**src/rtl/bullet_pkg.sv**
```systemverilog
// Shared types and constants for the battle-box bullet sprite engine.
package bullet_pkg;

  localparam int unsigned COORD_W = 10;

  localparam logic [COORD_W-1:0] H_LAST = 10'd639;
  localparam logic [COORD_W-1:0] V_LAST = 10'd479;

  typedef enum logic {
    DOWN = 1'b0,
    UP   = 1'b1
  } dir_t;

  typedef enum logic [1:0] {
    IDLE = 2'd0,
    RUN  = 2'd1,
    HOLD = 2'd2
  } fsm_t;

  // Start centre Y of bullet idx; bullets are staggered by phase inside the bounce range.
  function automatic logic [COORD_W-1:0] start_y(int unsigned idx, int unsigned phase,
                                                 int unsigned y_min, int unsigned y_max);
    return COORD_W'(y_min + ((idx * phase) % (y_max - y_min)));
  endfunction

endpackage

```
**src/rtl/bullet_disc.sv**
```systemverilog
// Combinational filled-disc coverage test for one bullet centred at (cx, cy).
module bullet_disc
  import bullet_pkg::*;
#(
  parameter int unsigned RADIUS = 5
) (
  input  logic [COORD_W-1:0] xx,
  input  logic [COORD_W-1:0] yy,
  input  logic [COORD_W-1:0] cx,
  input  logic [COORD_W-1:0] cy,
  output logic               disc_on
);

  localparam int unsigned SQ_W = 2 * COORD_W + 2;
  localparam logic [SQ_W-1:0] R2 = SQ_W'(RADIUS * RADIUS);

  logic signed [COORD_W:0] dx, dy;
  logic signed [SQ_W-1:0]  dx_e, dy_e;
  logic        [SQ_W-1:0]  dx2, dy2, dist2;

  // Full-width squared distance; no operand is narrower than its true range.
  always_comb begin
    dx      = $signed({1'b0, xx}) - $signed({1'b0, cx});
    dy      = $signed({1'b0, yy}) - $signed({1'b0, cy});
    dx_e    = SQ_W'(dx);
    dy_e    = SQ_W'(dy);
    dx2     = $unsigned(dx_e * dx_e);
    dy2     = $unsigned(dy_e * dy_e);
    dist2   = dx2 + dy2;
    disc_on = (dist2 <= R2);
  end

endmodule

```
**src/rtl/bullet_pattern_gen.sv**
```systemverilog
// N-bullet bouncing sprite engine. Optional heart/bullet hit pulse is built
// only when BULLET_COLLIDE_EN is defined; otherwise bullet_hit is tied low.
module bullet_pattern_gen
  import bullet_pkg::*;
#(
  parameter int unsigned NUM_BULLETS = 4,
  parameter int unsigned RADIUS      = 5,
  parameter int unsigned X0          = 230,
  parameter int unsigned X_SPACING   = 40,
  parameter int unsigned Y_MIN       = 220,
  parameter int unsigned Y_MAX       = 375,
  parameter int unsigned STEP        = 6,
  parameter int unsigned FRAME_DIV   = 3,
  parameter int unsigned PHASE       = 24
) (
  input  logic               Pclk,
  input  logic               Rst_n,
  input  logic [COORD_W-1:0] xx,
  input  logic [COORD_W-1:0] yy,
  input  logic               aactive,
  input  logic               run,
  input  logic               restart,
  input  logic               heart_on,
  output logic               BulletSpriteOn,
  output logic               bullet_hit
);

  localparam int unsigned DIV_W = (FRAME_DIV > 1) ? $clog2(FRAME_DIV) : 1;
  localparam logic [DIV_W-1:0] DIV_LAST = DIV_W'(FRAME_DIV - 1);

  typedef logic [COORD_W:0] ext_t;
  localparam ext_t YMIN_E = ext_t'(Y_MIN);
  localparam ext_t YMAX_E = ext_t'(Y_MAX);
  localparam ext_t STEP_E = ext_t'(STEP);
  localparam logic [COORD_W-1:0] YMIN_C = COORD_W'(Y_MIN);
  localparam logic [COORD_W-1:0] YMAX_C = COORD_W'(Y_MAX);
  localparam logic [COORD_W-1:0] STEP_C = COORD_W'(STEP);

  fsm_t              state_q, state_d;
  logic [DIV_W-1:0]  div_q;
  logic [COORD_W-1:0] y_q [NUM_BULLETS];
  logic [COORD_W-1:0] y_d [NUM_BULLETS];
  dir_t              dir_q [NUM_BULLETS];
  dir_t              dir_d [NUM_BULLETS];
  logic [NUM_BULLETS-1:0] disc_on;

  logic frame_tick, div_wrap, move_tick;

  assign frame_tick = (xx == H_LAST) && (yy == V_LAST);
  assign div_wrap   = (div_q == DIV_LAST);
  assign move_tick  = frame_tick && (state_q == RUN) && div_wrap && !restart;

  // Run-control state register.
  always_ff @(posedge Pclk) begin
    if (!Rst_n) state_q <= IDLE;
    else        state_q <= state_d;
  end

  // Next-state: restart overrides everything and returns to IDLE.
  always_comb begin
    state_d = state_q;
    if (restart) begin
      state_d = IDLE;
    end else begin
      case (state_q)
        IDLE:    if (run)  state_d = RUN;
        RUN:     if (!run) state_d = HOLD;
        HOLD:    if (run)  state_d = RUN;
        default: state_d = IDLE;
      endcase
    end
  end

  // Frame divider: advances only while running, cleared by restart.
  always_ff @(posedge Pclk) begin
    if (!Rst_n || restart) begin
      div_q <= '0;
    end else if (frame_tick && (state_q == RUN)) begin
      div_q <= div_wrap ? '0 : div_q + 1'b1;
    end
  end

  // Per-bullet bounce step; compares are done one bit wider so they never wrap.
  always_comb begin
    for (int unsigned i = 0; i < NUM_BULLETS; i++) begin
      y_d[i]   = y_q[i];
      dir_d[i] = dir_q[i];
      if (restart) begin
        y_d[i]   = start_y(i, PHASE, Y_MIN, Y_MAX);
        dir_d[i] = DOWN;
      end else if (move_tick) begin
        if (dir_q[i] == DOWN) begin
          if (ext_t'(y_q[i]) + STEP_E >= YMAX_E) begin
            y_d[i]   = YMAX_C;
            dir_d[i] = UP;
          end else begin
            y_d[i] = y_q[i] + STEP_C;
          end
        end else begin
          if (ext_t'(y_q[i]) <= YMIN_E + STEP_E) begin
            y_d[i]   = YMIN_C;
            dir_d[i] = DOWN;
          end else begin
            y_d[i] = y_q[i] - STEP_C;
          end
        end
      end
    end
  end

  // Position/direction registers, loaded with the staggered start pattern on reset.
  always_ff @(posedge Pclk) begin
    for (int unsigned i = 0; i < NUM_BULLETS; i++) begin
      if (!Rst_n) begin
        y_q[i]   <= start_y(i, PHASE, Y_MIN, Y_MAX);
        dir_q[i] <= DOWN;
      end else begin
        y_q[i]   <= y_d[i];
        dir_q[i] <= dir_d[i];
      end
    end
  end

  for (genvar g = 0; g < NUM_BULLETS; g++) begin : g_disc
    localparam logic [COORD_W-1:0] CX = COORD_W'(X0 + g * X_SPACING);
    bullet_disc #(.RADIUS(RADIUS)) u_disc (
      .xx      (xx),
      .yy      (yy),
      .cx      (CX),
      .cy      (y_q[g]),
      .disc_on (disc_on[g])
    );
  end

  // Registered coverage, one pixel of latency like the other sprites.
  always_ff @(posedge Pclk) begin
    if (!Rst_n) BulletSpriteOn <= 1'b0;
    else        BulletSpriteOn <= aactive & (|disc_on);
  end

`ifdef BULLET_COLLIDE_EN
  logic hit_seen_q;
  logic hit_now;

  // heart_on and BulletSpriteOn are both one cycle behind xx/yy, so they line up directly.
  assign hit_now = heart_on & BulletSpriteOn & ~hit_seen_q & ~restart;

  // One hit pulse per frame; the flag re-arms at each frame tick or restart.
  always_ff @(posedge Pclk) begin
    if (!Rst_n) begin
      hit_seen_q <= 1'b0;
      bullet_hit <= 1'b0;
    end else begin
      bullet_hit <= hit_now;
      if (restart || frame_tick) hit_seen_q <= 1'b0;
      else if (hit_now)          hit_seen_q <= 1'b1;
    end
  end
`else
  logic unused_heart;
  assign unused_heart = heart_on;
  assign bullet_hit   = 1'b0;
`endif

endmodule

```
**config.mk**
```make
export PLATFORM = sky130hd
export DESIGN_NAME = bullet_pattern_gen
export DESIGN_NICKNAME = d
export VERILOG_FILES = /design/src/rtl/bullet_pkg.sv /design/src/rtl/bullet_disc.sv /design/src/rtl/bullet_pattern_gen.sv
export SDC_FILE = /design/constraint.sdc
export NUM_CORES = 2
export LEC_CHECK = 0
export BUFFER_PORTS_ARGS = -buffer_cell sky130_fd_sc_hd__buf_4
export CAP_MARGIN = 20
export CORE_AREA = 2 2 366 368
export DETAILED_ROUTE_END_ITERATION = 16
export DIE_AREA = 0 0 368 370
export PLACE_DENSITY = 0.54
export SETUP_SLACK_MARGIN = 0.2
export SYNTH_ARGS = -nofsm -noshare
export SYNTH_HDL_FRONTEND = slang
export SYNTH_SLANG_ARGS = --single-unit
```
**constraint.sdc**
```tcl
create_clock -name Pclk -period 15.2 [get_ports Pclk]
set_clock_uncertainty 0.15 [all_clocks]
set_input_delay 2.28 -clock Pclk [delete_from_list [all_inputs] [get_ports Pclk]]
set_output_delay 2.28 -clock Pclk [all_outputs]
set_load 0.01 [all_outputs]
```
**Yosys cells after proc, flatten, opt, wreduce, memory -nomap -nowiden**

Memories as Yosys holds them, arrays and structs flattened.
Index checks and enable logic that the tools add are counted.

- Register bits: 5
- Memory bits (writable): 44
- Bits of input ports: 26
- Output and inout port bits: 2
- Logic and storage cells: 133
- Memories kept: 2

Memory list:

| name | depth | bits a word | rd ports | clocked after Yosys merged registers in | wr ports | RTL line | source |
|---|---|---|---|---|---|---|---|
| y_q | 4 | 10 | 4 | 0 | 4 | bullet_pattern_gen.sv:41 | `logic [COORD_W-1:0] y_q [NUM_BULLETS];` |
| dir_q | 4 | 1 | 4 | 0 | 4 | bullet_pattern_gen.sv:43 | `dir_t dir_q [NUM_BULLETS];` |

- Add/subtract/negate cells: 25
- Multipliers: 8
- $lt $le $gt $ge: 12
- Equal/unequal tests: 7
- Mux-type cells: 54
- Bitwise operators: 10
- Reductions and logical operators: 12

Operators by type and width:

| kind | number |
|---|---|
| $mux W10 | 24 |
| $mul A11 B11 Y22 | 8 |
| $add A22 B22 Y22 | 4 |
| $le A22 B5 Y1 const B | 4 |
| $add A10 B3 Y11 const B | 4 |
| $ge A11 B9 Y1 const B | 4 |
| $sub A10 B10 Y11 | 4 |
| $add A10 B3 Y10 const B | 4 |
| $le A10 B8 Y1 const B | 4 |
| $sub A10 B3 Y10 const B | 4 |
| $sub A10 B9 Y11 const B | 3 |
| $mux W1 | 26 |
| $sub A10 B8 Y11 const B | 1 |
| $eq A10 B10 Y1 const B | 1 |
| $eq A10 B9 Y1 const B | 1 |
| $or A1 B1 Y1 | 8 |
| $mux W2 | 3 |
| $eq A2 B2 Y1 const B | 2 |
| $logic_and A1 B1 Y1 | 4 |
| $pmux W2 S2 | 1 |
| $reduce_or A2 Y1 | 2 |
| $reduce_or A4 Y1 | 1 |
| $add A2 B1 Y2 const B | 1 |
| $eq A2 B1 Y1 const B | 1 |
| other kinds (8) | 9 |

**Longest topological paths before layout**

- Depth after elaboration: 8
- Depth in mapped cells: 38
- Depth with buffers taken out: 37

**Cells and area by module**

Synthesis repeated with hierarchy kept, for this count alone.

- Cells, all modules: 4,715
- Area total of the unflattened synthesis: 41,434.7 um^2

By module, submodules not included:

| module | times used | cells an instance | area an instance (um^2) | seq. area each (um^2) |
|---|---|---|---|---|
| bullet_disc at g_disc[3].u_disc | 1 | 1,054 | 9,402.8 | 0.0 |
| bullet_disc at g_disc[1].u_disc | 1 | 1,042 | 9,386.5 | 0.0 |
| bullet_disc at g_disc[2].u_disc | 1 | 1,041 | 9,311.4 | 0.0 |
| bullet_disc at g_disc[0].u_disc | 1 | 1,022 | 9,202.6 | 0.0 |
| bullet_pattern_gen | 1 | 556 | 4,131.5 | 991.0 |

**Least setup slack after synthesis**

OpenSTA, ideal clock, no wires.

- Path type: input port to flip-flop
- Start: input port yy[0]
- End: register BulletSpriteOn
- Library setup time: 95 ps
- Arrival: 11,023 ps
- Data required time: 14,955 ps
- Slack: 3,931 ps
- Stages: 34
- Cell sequence: inv_1 -> ha_1 -> inv_1 -> fa_1 -> a21o_1 -> a21oi_1 -> o21ai_0 -> a21oi_1 -> o21ai_0 -> nand3_1 -> nand2_1 -> nor2_1 -> inv_1 -> fa_1 -> inv_1 -> fa_1 -> fa_1 -> fa_1 -> inv_1 -> fa_1 -> inv_1 -> fa_1 -> fa_1 -> inv_1 -> ha_1 -> inv_2 -> a2111oi_4 -> nand4_1 -> or4_1 -> a2111o_1 -> a2111o_1 -> a2111oi_2 -> a32oi_1 -> o311ai_1

- Cells in the longest elaborated chain, start to end: 6

Ends and longest elaborated chain:

| element | RTL line | source |
|---|---|---|
| start: declaration | bullet_pattern_gen.sv:19 | `input logic [COORD_W-1:0] yy,` |
| $sub A10 B10 Y11 | bullet_disc.sv:24 | `dy = $signed({1'b0, yy}) - $signed({1'b0, cy});` |
| $mul A11 B11 Y22 | bullet_disc.sv:28 | `dy2 = $unsigned(dy_e * dy_e);` |
| $add A22 B22 Y22 | bullet_disc.sv:29 | `dist2 = dx2 + dy2;` |
| $le A22 B5 Y1 | bullet_disc.sv:30 | `disc_on = (dist2 <= R2);` |
| $reduce_or A4 Y1 * | bullet_pattern_gen.sv:138 | `else BulletSpriteOn <= aactive & (\|disc_on);` |
| $and A1 B1 Y1 * | bullet_pattern_gen.sv:138 |  |
| end signal: assignment | bullet_pattern_gen.sv:138 |  |
| end: declaration | bullet_pattern_gen.sv:24 | `output logic BulletSpriteOn,` |

Mark *: on every way between the ends. The rest lies on a longest branch, timed or not.
A chain may end at the register's enable or synchronous reset.

**Final worst setup path**

Same ends and word-level chain as after synthesis.

==> flow_metrics.tcl <==
set metrics [dict create \
    slowest_stage "a2111oi_2" \
    ant_nets 0 \
    die_h_um 370 \
    crit_path_end "BulletSpriteOn$_SDFF_PN0_" \
    area_growth_syn_to_layout_pct 6.31 \
    drc 0 \
    critPathMaxStageDelay_ns 0.99 \
    regToRegStartpoint "y_q[1][1]$_SDFFE_PP0P_" \
    grt_pass1_wl_um 164000 \
    grt_pass1_vias 30006 \
    route.vias.total 28611 \
    relSlewSlack 0.258 \
    pin_count 28 \
    crit_buf_inv 9 \
    ys_ff_latch 49 \
    clk_latency_ns 0.31 \
    post_drt_wl_per_cell_um 16.2 \
    place.gp.congestion 0.858 \
    vias_per_cell 4.61 \
    slew_viol_final 0 \
    path_clk_slew_ns 0.08 \
    h-tree-depth 2 \
    port_buffers 25 \
    die_x_um 368 \
    grt_setup_unrepaired "no" \
    grt_remaining_overflow 0 \
    hold_viol 0 \
    cts_setup_buffers 0 \
    synthFlopType "dfxtp_1" \
    crit_path_end_kind "register" \
    final.min_clock_period_ns 13.22 \
    tightest_slew_ns 1.11 \
    fmax_mhz 75.6 \
    worstSetupStartpointType "input port" \
    arrival_ns 13.22 \
    worstPathMaxFanout 12 \
    yosysSeqAreaShare 0.0251 \
    cts_tree "done" \
    dr.pass1.iters 6 \
    critPathTopFamily "adder cells" \
    antenna_found_initial 0 \
    grt_max_degree 37 \
    post_cts_resized 0 \
    layout.nets 5789 \
    fp-row-count 134 \
    async_reset_ff_frac 0 \
    grt.total_usage 0.151 \
    yosysUniqueCellTypes 87 \
    synth_area_sq_mm 0.0394 \
    drive_above_1_share 0.0216 \
    root_buffer "clkbuf_16" \
    status "complete, no violations" \
    fin_crit_sh 0.870 \
    hold_path_class "register to register" \
    core_sq_mm 0.132 \
    cts-buffers-inserted 5 \
    crit_type "input port to register" \
    place.detailed.hpwl_um 88100 \
    syn_inst 4459 \
    initial_core_util 0.298 \
    cp.required_ns 15.20 \
    worst-path-stages 36 \
    synth_edf_count 1 \
    avgSynthCellArea_sq_um 8.84 \
    crit-reg2reg-capture "BulletSpriteOn$_SDFF_PN0_" \
    rrSetupSlack_ns 3.81 \
    reg2reg_depth 33 \
    setup_viol 0 \
    cts.path.max_buffers 2 \
    maxCapViolCount 0 \
    yosysWarningCount 0 \
    finalSetupTns_ns 0 \
    clock-sinks 49 \
    cts_hold_buf 0 \
    finalWirelength_um 101000 \
    startpoint "yy[0]" \
    dieArea_sq_mm 0.136 \
    dr.first_iter.drc_count 1616 \
]
-- registers in the layout, summed over array words and instances, names as in the netlist --
register and cells:
BulletSpriteOn 1, dir_q 4, div_q 2, state_q 2
y_q 40
-- how the worst min path moves through the flow --
stage	slack, ns	from	cells past startpoint	endpoint
after floorplan	0.31	div_q[1]$_SDFFE_PP0P_	2	div_q[1]$_SDFFE_PP0P_
after global placement	0.32	div_q[1]$_SDFFE_PP0P_	2	div_q[1]$_SDFFE_PP0P_
after detailed placement	0.33	div_q[0]$_SDFFE_PP0P_	2	div_q[0]$_SDFFE_PP0P_
after CTS	0.35	div_q[0]$_SDFFE_PP0P_	2	div_q[0]$_SDFFE_PP0P_
after global routing	0.38	div_q[1]$_SDFFE_PP0P_	2	div_q[1]$_SDFFE_PP0P_
final	0.35	div_q[0]$_SDFFE_PP0P_	2	div_q[0]$_SDFFE_PP0P_
-- cells in the mapped netlist, drive strengths merged, types with 48 or more instances --
master,instances,share of area
o21ai,107,0.014
dfxtp,48,0.024
nor2,321,0.031
inv,1324,0.13
xor2,54,0.012
xnor2,129,0.029
a21oi,133,0.017
ha,372,0.12
nand2,330,0.031
fa,953,0.48
nor3,52,0.0066
nand2b,54,0.0086
clkbuf,81,0.0077
-- cells by family after synthesis --
| family | Yosys count | share of synthesized area |
|---|---|---|
| compound gates | 484 | 0.0798 |
| fa+ha+maj | 1325 | 0.602 |
| other cells | 1 | 0.0000951 |
| mux | 16 | 0.00406 |
| xor+xnor | 185 | 0.0418 |
| flops | 49 | 0.0251 |
| simple gates | 960 | 0.110 |
| buf+inv | 1439 | 0.137 |
-- layout make-up --
class	count	area, sq um
clock inverters	2	13.8
fillers	14088	90600
multi-input cells	2972	33000
diodes	1	2.50
flip-flops and latches	49	991
inverters	1351	5070
well taps	1768	2210
clock buffers	6	139
repair buffers	59	443
-- worst min-delay path, delay by kind of cell (launching register included) --
family,cells,cell delay [ns]
compound gates,1,0.05
simple gates,1,0.06
flops,1,0.34
-- layout by cell type (no fill, tap or decap), types with 7 or more instances in the layout --
master        n
inv_1      1322
fa_1        953
ha_1        372
nand2_1     330
nor2_1      320
a21oi_1     133
xnor2_1     128
o21ai_0     105
buf_4        59
xor2_1       54
nand2b_1     54
nor3_1       52
dfxtp_1      48
nand3_1      44
a21o_1       34
and2_1       32
clkinv_1     27
nor2b_1      26
a211oi_1     23
o21a_1       21
a31oi_1      19
or3_1        18
mux2i_1      16
o22ai_1      15
o211ai_1     14
o21bai_1     14
o31ai_1      14
nor4_1       13
nand4_1      13
or2_2        12
and3_1       10
o221ai_1     10
a21boi_0      8
a2111oi_0     8
o2111ai_1     8
nor3b_1       7
a211o_1       7
-- metrics by stage --
| stage | area [sq um] | hold slack [ns] | worst slack (ns) | cells | utilization |
|---|---|---|---|---|---|
| floorplan | 39400 | 0.308 | 3.93 | 4460 | - |
| global placement | 41700 | 0.321 | 1.67 | 6198 | 0.315 |
| detailed placement | 41700 | 0.335 | 1.60 | 6198 | 0.315 |
| CTS | 41900 | 0.346 | 1.93 | 6206 | 0.316 |
| global route | 41900 | 0.378 | 1.35 | 6207 | 0.316 |
| finish | 41900 | 0.346 | 1.98 | 6208 | 0.316 |
-- routing by layer --
metal  vias to the layer above  global-route usage  part of all wire
met4                         0              0.0234             0.016
met2                       647               0.251              0.47
met3                        61              0.0124             0.049
met5                         -                   0                 0
li1                      13285                   -                 -
met1                     14618               0.219              0.46
Power is not shown: default switching activity piles up to over one toggle a cycle in this logic, so the estimate is an artifact.
